**config.mk**
```make
export PLATFORM = sky130hd
export DESIGN_NAME = alu_step_driver_flat
export DESIGN_NICKNAME = d
export VERILOG_FILES = /design/src/rtl/alu_drv_pkg.sv /design/src/rtl/alu_step_driver_if.sv /design/src/rtl/alu_step_driver_debounce.sv /design/src/rtl/alu_step_driver.sv /design/src/flat_wrapper.sv
export SDC_FILE = /design/constraint.sdc
export NUM_CORES = 1
export LEC_CHECK = 0
export ABC_AREA = 1
export BUFFER_PORTS_ARGS = -buffer_cell sky130_fd_sc_hd__clkbuf_2
export CAP_MARGIN = 20
export CORE_MARGIN = 4
export CORE_UTILIZATION = 56
export DETAILED_ROUTE_END_ITERATION = 6
export GPL_ROUTABILITY_DRIVEN = 0
export PLACE_DENSITY = 0.83
export SETUP_SLACK_MARGIN = 0.2
export SLEW_MARGIN = 0
export SYNTH_ARGS = -nofsm -noshare
export SYNTH_HDL_FRONTEND = slang
export SYNTH_SLANG_ARGS = --single-unit
```
**constraint.sdc**
```tcl
create_clock -name clk -period 2 [get_ports clk]
set_input_delay 0 -clock clk [delete_from_list [all_inputs] [get_ports clk]]
set_output_delay 0 -clock clk [all_outputs]
set_load 0.01 [all_outputs]
```
**src/rtl/alu_drv_pkg.sv**
```systemverilog
// Shared types and constants for the ALU step driver.
//   drv_state_e  : sequencing FSM states
//   alu_ctrl_t   : registered ALU control bundle (op select + add/sub enables)
//   decode_step  : step index -> ALU controls
package alu_drv_pkg;

  typedef enum logic [2:0] {
    IDLE,
    LOAD,
    APPLY,
    WAIT,
    CAPTURE
  } drv_state_e;

  localparam int unsigned NUM_STEPS = 10;
  localparam int unsigned STEP_SUM  = 8;
  localparam int unsigned STEP_SUB  = 9;

  typedef struct packed {
    logic [2:0] op;
    logic       op_sum;
    logic       op_subt;
  } alu_ctrl_t;

  // Steps 0..7 walk the logic ops in descending op code; steps 8/9 park the
  // op select at 3'b111 and enable the adder / subtractor instead.
  function automatic alu_ctrl_t decode_step(input logic [3:0] step);
    alu_ctrl_t c;
    c.op      = 3'b111;
    c.op_sum  = 1'b0;
    c.op_subt = 1'b0;
    if (step == 4'(STEP_SUM)) begin
      c.op_sum = 1'b1;
    end else if (step == 4'(STEP_SUB)) begin
      c.op_subt = 1'b1;
    end else begin
      c.op = ~step[2:0];
    end
    return c;
  endfunction

endpackage

```
**src/rtl/alu_step_driver_if.sv**
```systemverilog
// Bus between the step driver and the 4-bit ALU.
//   master : driver side (drives operands/controls, reads result/carries)
//   slave  : ALU side
interface alu_step_driver_if #(
  parameter int unsigned N = 4
);
  logic [N-1:0] alu_a;
  logic [N-1:0] alu_b;
  logic [2:0]   alu_op;
  logic         alu_op_sum;
  logic         alu_op_subt;
  logic [N-1:0] alu_result;
  logic         alu_carry_sum;
  logic         alu_carry_sub;

  modport master (
    output alu_a, alu_b, alu_op, alu_op_sum, alu_op_subt,
    input  alu_result, alu_carry_sum, alu_carry_sub
  );

  modport slave (
    input  alu_a, alu_b, alu_op, alu_op_sum, alu_op_subt,
    output alu_result, alu_carry_sum, alu_carry_sub
  );
endinterface

```
**src/rtl/alu_step_driver_debounce.sv**
```systemverilog
// Active-low push-button debouncer with press detection.
//   clk, rst_n : clock, asynchronous active-low reset
//   btn_n      : raw button pin, low = pressed
//   press      : one-cycle pulse when a debounced press is accepted
module btn_debounce #(
  parameter int unsigned DEBOUNCE_CYCLES = 4
) (
  input  logic clk,
  input  logic rst_n,
  input  logic btn_n,
  output logic press
);

  localparam int unsigned CW = $clog2(DEBOUNCE_CYCLES + 1);

  logic [1:0]    sync_q;
  logic          level_q;
  logic [CW-1:0] cnt_q;

  always_ff @(posedge clk or negedge rst_n) begin
    if (!rst_n) begin
      sync_q  <= '1;
      level_q <= 1'b1;
      cnt_q   <= '0;
      press   <= 1'b0;
    end else begin
      sync_q <= {sync_q[0], btn_n};
      press  <= 1'b0;
      if (sync_q[1] != level_q) begin
        // Accept on the DEBOUNCE_CYCLES-th consecutive differing sample;
        // a press is an accepted 1->0 change, so the old level is the pulse.
        if (cnt_q == CW'(DEBOUNCE_CYCLES - 1)) begin
          level_q <= sync_q[1];
          cnt_q   <= '0;
          press   <= level_q;
        end else begin
          cnt_q <= cnt_q + 1'b1;
        end
      end else begin
        cnt_q <= '0;
      end
    end
  end

endmodule

```
**src/rtl/alu_step_driver.sv**
```systemverilog
// Board-level sequential driver for the 4-bit ALU. Latches operands from the
// switches on a load press and steps through the ten ALU modes on next
// presses, capturing result and carry once the ALU has settled.
//   clk, rst_n       : clock, asynchronous active-low reset
//   sw_a, sw_b       : operand switches (sampled only in LOAD)
//   btn_load_n       : load button, low = pressed
//   btn_next_n       : step button, low = pressed
//   alu              : ALU bus (operands/controls out, result/carries in)
//   result_q, carry_q: captured result and carry/borrow
//   step_q           : current step 0..9
//   done             : one-cycle pulse in the capture cycle
module alu_step_driver
  import alu_drv_pkg::*;
#(
  parameter int unsigned N               = 4,
  parameter int unsigned DEBOUNCE_CYCLES = 4,
  parameter int unsigned SETTLE_CYCLES   = 2
) (
  input  logic                      clk,
  input  logic                      rst_n,
  input  logic [N-1:0]              sw_a,
  input  logic [N-1:0]              sw_b,
  input  logic                      btn_load_n,
  input  logic                      btn_next_n,
  alu_step_driver_if.master         alu,
  output logic [N-1:0]              result_q,
  output logic                      carry_q,
  output logic [3:0]                step_q,
  output logic                      done
);

  localparam int unsigned SW = (SETTLE_CYCLES > 1) ? $clog2(SETTLE_CYCLES) : 1;
  localparam alu_ctrl_t CTRL_RST = '{op: 3'b111, op_sum: 1'b0, op_subt: 1'b0};

  logic load_press;
  logic next_press;

  btn_debounce #(.DEBOUNCE_CYCLES(DEBOUNCE_CYCLES)) u_load_db (
    .clk   (clk),
    .rst_n (rst_n),
    .btn_n (btn_load_n),
    .press (load_press)
  );

  btn_debounce #(.DEBOUNCE_CYCLES(DEBOUNCE_CYCLES)) u_next_db (
    .clk   (clk),
    .rst_n (rst_n),
    .btn_n (btn_next_n),
    .press (next_press)
  );

  drv_state_e    state_q, state_d;
  logic [N-1:0]  a_q, a_d;
  logic [N-1:0]  b_q, b_d;
  alu_ctrl_t     ctrl_q, ctrl_d;
  logic [SW-1:0] settle_q, settle_d;
  logic [N-1:0]  result_d;
  logic          carry_d;
  logic [3:0]    step_d;
  logic          done_d;

  always_ff @(posedge clk or negedge rst_n) begin
    if (!rst_n) begin
      state_q  <= IDLE;
      a_q      <= '0;
      b_q      <= '0;
      ctrl_q   <= CTRL_RST;
      settle_q <= '0;
      result_q <= '0;
      carry_q  <= 1'b0;
      step_q   <= '0;
      done     <= 1'b0;
    end else begin
      state_q  <= state_d;
      a_q      <= a_d;
      b_q      <= b_d;
      ctrl_q   <= ctrl_d;
      settle_q <= settle_d;
      result_q <= result_d;
      carry_q  <= carry_d;
      step_q   <= step_d;
      done     <= done_d;
    end
  end

  always_comb begin
    state_d  = state_q;
    a_d      = a_q;
    b_d      = b_q;
    ctrl_d   = ctrl_q;
    settle_d = settle_q;
    result_d = result_q;
    carry_d  = carry_q;
    step_d   = step_q;
    done_d   = 1'b0;

    unique case (state_q)
      IDLE: begin
        // Load has priority; a simultaneous next press is dropped.
        if (load_press) begin
          state_d = LOAD;
        end else if (next_press) begin
          step_d  = (step_q == 4'(NUM_STEPS - 1)) ? 4'd0 : step_q + 4'd1;
          state_d = APPLY;
        end
      end
      LOAD: begin
        a_d     = sw_a;
        b_d     = sw_b;
        step_d  = '0;
        state_d = APPLY;
      end
      APPLY: begin
        ctrl_d   = decode_step(step_q);
        settle_d = SW'(SETTLE_CYCLES - 1);
        state_d  = WAIT;
      end
      WAIT: begin
        // done is registered, so it is raised on the way into CAPTURE to
        // line up with the capture cycle itself.
        if (settle_q == '0) begin
          state_d = CAPTURE;
          done_d  = 1'b1;
        end else begin
          settle_d = settle_q - 1'b1;
        end
      end
      CAPTURE: begin
        result_d = alu.alu_result;
        if (step_q == 4'(STEP_SUM)) begin
          carry_d = alu.alu_carry_sum;
        end else if (step_q == 4'(STEP_SUB)) begin
          carry_d = alu.alu_carry_sub;
        end else begin
          carry_d = 1'b0;
        end
        state_d = IDLE;
      end
      default: state_d = IDLE;
    endcase
  end

  assign alu.alu_a       = a_q;
  assign alu.alu_b       = b_q;
  assign alu.alu_op      = ctrl_q.op;
  assign alu.alu_op_sum  = ctrl_q.op_sum;
  assign alu.alu_op_subt = ctrl_q.op_subt;

endmodule

```
**src/flat_wrapper.sv**
```systemverilog
// flat-port wrapper written by rule: the top's interface ports become plain ports
module alu_step_driver_flat import alu_drv_pkg::*;
#(
  parameter int unsigned N               = 4,
  parameter int unsigned DEBOUNCE_CYCLES = 4,
  parameter int unsigned SETTLE_CYCLES   = 2
)
  (clk, rst_n, sw_a, sw_b, btn_load_n, btn_next_n, result_q, carry_q, step_q, done, alu_alu_a, alu_alu_b, alu_alu_op, alu_alu_op_sum, alu_alu_op_subt, alu_alu_result, alu_alu_carry_sum, alu_alu_carry_sub);
  alu_step_driver_if #(.N(N)) alu_i ();
  input  logic clk;
  input  logic rst_n;
  input  logic [N-1:0] sw_a;
  input  logic [N-1:0] sw_b;
  input  logic btn_load_n;
  input  logic btn_next_n;
  output logic [N-1:0] result_q;
  output logic carry_q;
  output logic [3:0] step_q;
  output logic done;
  output wire logic [$bits(alu_i.alu_a)-1:0] alu_alu_a;
  output wire logic [$bits(alu_i.alu_b)-1:0] alu_alu_b;
  output wire logic [$bits(alu_i.alu_op)-1:0] alu_alu_op;
  output wire logic [$bits(alu_i.alu_op_sum)-1:0] alu_alu_op_sum;
  output wire logic [$bits(alu_i.alu_op_subt)-1:0] alu_alu_op_subt;
  input wire logic [$bits(alu_i.alu_result)-1:0] alu_alu_result;
  input wire logic [$bits(alu_i.alu_carry_sum)-1:0] alu_alu_carry_sum;
  input wire logic [$bits(alu_i.alu_carry_sub)-1:0] alu_alu_carry_sub;
  assign alu_alu_a = alu_i.alu_a;
  assign alu_alu_b = alu_i.alu_b;
  assign alu_alu_op = alu_i.alu_op;
  assign alu_alu_op_sum = alu_i.alu_op_sum;
  assign alu_alu_op_subt = alu_i.alu_op_subt;
  assign alu_i.alu_result = alu_alu_result;
  assign alu_i.alu_carry_sum = alu_alu_carry_sum;
  assign alu_i.alu_carry_sub = alu_alu_carry_sub;
  alu_step_driver #(.N(N), .DEBOUNCE_CYCLES(DEBOUNCE_CYCLES), .SETTLE_CYCLES(SETTLE_CYCLES)) u_core (.clk(clk), .rst_n(rst_n), .sw_a(sw_a), .sw_b(sw_b), .btn_load_n(btn_load_n), .btn_next_n(btn_next_n), .alu(alu_i), .result_q(result_q), .carry_q(carry_q), .step_q(step_q), .done(done));
endmodule
```
==> results.json <==
{
  "routedWlPerCell_um": 12.76,
  "start_kind": "register",
  "wl_met1_um": 1481,
  "cts.clk_slew.worst_paths_ns": 0.12,
  "fin_crit_ns": 1.612,
  "p_leak_nw": 1.157,
  "dp_hpwl_um": 2281,
  "grt.total_usage_pct": 20.24,
  "synth_edf_count": 0,
  "grt_pass1_vias": 1366,
  "period_share_pct": 80.58,
  "hold_viol": 0,
  "synth_top_area_cell": "dfrtp_1",
  "path_buf_inv": 1,
  "crit_family": "simple AND/OR/NAND/NOR gates",
  "outcome": "finished clean",
  "via_count": 1427,
  "final_common_cell": "nand2_1",
  "grt_pass1_wl_um": 6147,
  "grt-ovfl-total": 0,
  "ys_ff_latch": 41,
  "place_inst": 250,
  "synthCells": 180,
  "power_mw": 3.143,
  "syn_avg_cell_area_um2": 9.266,
  "crit_chain": "nor2_1 > nand3_1 > nand2_1 > dlygate4sd3_1 > nand2_1 > nand2_1",
  "postRouteAntennaNets": 0,
  "portBuffers": 40,
  "drive_gt1_share_pct": 25.82,
  "start_util_pct": 59.46,
  "syn-num-nets": 200,
  "drc": 0,
  "ir_worst_vdd_mv": 0.8541,
  "clockRootBuffer": "clkbuf_4",
  "reg2reg_from": "u_core.step_q[2]",
  "arrival_ns": 1.92,
  "fp.dieH_um": 62.58,
  "cap_violations": 0,
  "place_ws_ns": 0.6268,
  "detail_route.vias_per_cell": 5.189,
  "synth_compound_area_share_pct": 3.526,
  "tritoncts": "built",
  "fin_ws_ns": 0.3885,
  "insertion_delay_ns": 0.36,
  "clock_skew_ns": 0.008993,
  "finalSetupTns_ns": 0,
  "final_nets": 263,
  "wl_met3_um": 229,
  "numCtsBuffers": 5,
  "clk_path_buf_depth": 2,
  "power.density_nw_per_um2": 1458,
  "syn_area_um2": 1668,
  "worstMarginPinSlew_ns": 0.4829,
  "area_growth_pct": 29.26,
  "drtPass1Iterations": 5,
  "layout_common_cells": "nand2_1 (61), clkbuf_2 (40), dfrtp_1 (32)",
  "drt_wl_total_um": 3508,
  "crit_slowest_cell": "dlygate4sd3_1",
  "synth_fa_ha_area_share_pct": 1.500,
  "dr.max_layer_used": "met4",
  "antenna_found_initial": 0,
  "r2r_cells": 6,
  "yosys.area_share.simple_pct": 26.71,
  "yosys_warnings": 0,
  "worstSetupEndpointType": "register",
  "num_rows": 19,
  "worst_ep_required_time_ns": 2.30,
  "htree_num_levels": 2,
  "synth.mux.area_fraction_pct": 0,
  "chipWidth_um": 62.58,
  "core_um2": 2805,
  "n_antenna_cell": 0,
  "rsz0062_at_grt": "false",
  "final_cells": 275,
  "cts.sinks": 41,
  "grt_max_degree": 42,
  "die-area_um2": 3916,
  "ios": 41,
  "slowest_delay_ns": 0.55,
  "setup_viol": 0,
  "cpMostUsedCell": "nand2_1",
  "synth_xor_area_share_pct": 1.050,
  "yosysSeqAreaShare_pct": 62.19,
  "maxSlewHeadroom_pct": 67.81,
  "yosys.area.top_type_share_pct": 48.01,
  "drt_iter0_markers": 88,
  "slew_viol_final": 0,
  "reg2reg_slack_ns": 0.39,
  "path_max_fanout": 6,
  "synth_cell_types": 20,
  "fmax_mhz": 620.5,
  "yosys-top-cells-area": "dfrtp_1 (48%), dfstp_2 (14%), nand2_1 (14%), nand3_1 (5.4%), inv_1 (3.8%)",
  "critPathKind": "reg2reg",
  "async_flop_share_pct": 100.0,
  "synthFlopType": "dfrtp_1",
  "reg2reg_to": "u_core.carry_q",
  "wl_met2_um": 1708,
  "min_path_type": "in2async",
  "synth_top_family_by_area": "simple AND/OR/NAND/NOR gates"
}
## layer usage
metal / vias up / track usage, %
li1: 696 / -
met1: 660 / 24.70
met2: 61 / 33.02
met3: 10 / 5.935
met4: 0 / 9.366
met5: - / 0
## logic make-up (layout without fill, tap and decap cells)
kind of cell | Yosys count | count (layout)
AND/OR/NAND/NOR | 104 | 104
flip-flops | 41 | 41
buffers and inverters | 20 | 84
AO/OA/AOI/OAI | 11 | 11
adder cells (fa/ha/maj) | 2 | 2
XOR/XNOR | 2 | 2
## synth_stat cells, types with 4 or more instances
| master | count |
|---|---|
| nor2_1 | 13 |
| inv_1 | 17 |
| nor3_1 | 4 |
| dfstp_2 | 9 |
| nand2_1 | 61 |
| nand3_1 | 18 |
| o21ai_0 | 9 |
| dfrtp_1 | 32 |
## layout make-up
class                      instances  area [µm²]
clock buffer                       5       37.54
sequential                        41        1037
tap                               31       38.79
multi-input combinational        119       546.8
timing repair buffer              59       385.4
inverter                          17       63.81
fill                             203       649.4
clock inverter                     3       46.29
## state kept, by name, indices dropped and copies added (netlist names), 2 cells and up
register	count
u_core.result_q	4
u_core.u_load_db.sync_q	2
u_core.alu.alu_b	4
u_core.state_q	3
u_core.u_next_db.cnt_q	3
u_core.alu.alu_a	4
u_core.u_load_db.cnt_q	3
u_core.step_q	4
u_core.u_next_db.sync_q	2
u_core.alu.alu_op	3
## worst max path at each step
stage	start	end	slack, ns	cells past startpoint
after floorplan	u_core.step_q[2]	u_core.step_q[3]	0.93	6
after global placement	u_core.state_q[2]	u_core.step_q[3]	0.68	7
after detailed placement	u_core.state_q[2]	u_core.step_q[3]	0.63	7
after CTS	u_core.step_q[2]	u_core.carry_q	0.41	6
after global routing	u_core.step_q[2]	u_core.carry_q	0.28	6
final	u_core.step_q[2]	u_core.carry_q	0.39	6
## report_power, final
| part | leakage [nW] | switching (mW) | total, mW | internal, mW |
|---|---|---|---|---|
| Sequential | 0.502 | 0.250 | 1.42 | 1.17 |
| Combinational | 0.613 | 0.718 | 1.19 | 0.467 |
| Clock | 0.0414 | 0.272 | 0.536 | 0.264 |
## worst min-delay path, delay by kind of cell
family	cells	cell delay (ns)
buf+inv	3	1.04
## stage by stage
stage | util, % | area, µm² | hold slack [ns]
finish | 76.85 | 2156 | 0.2293
global route | 76.85 | 2156 | 0.2533
CTS | 76.85 | 2156 | 0.2266
detailed placement | 67.80 | 1902 | 0.08081
global placement | 67.80 | 1902 | 0.08183
floorplan | - | 1668 | -0.2956
## timing repair
action	in CTS	in global routing
resized for setup	0	0
hold buffers	17	0
hold endpoints to repair	47	0
setup buffers	0	0
Power figures use the tool's default switching activity.
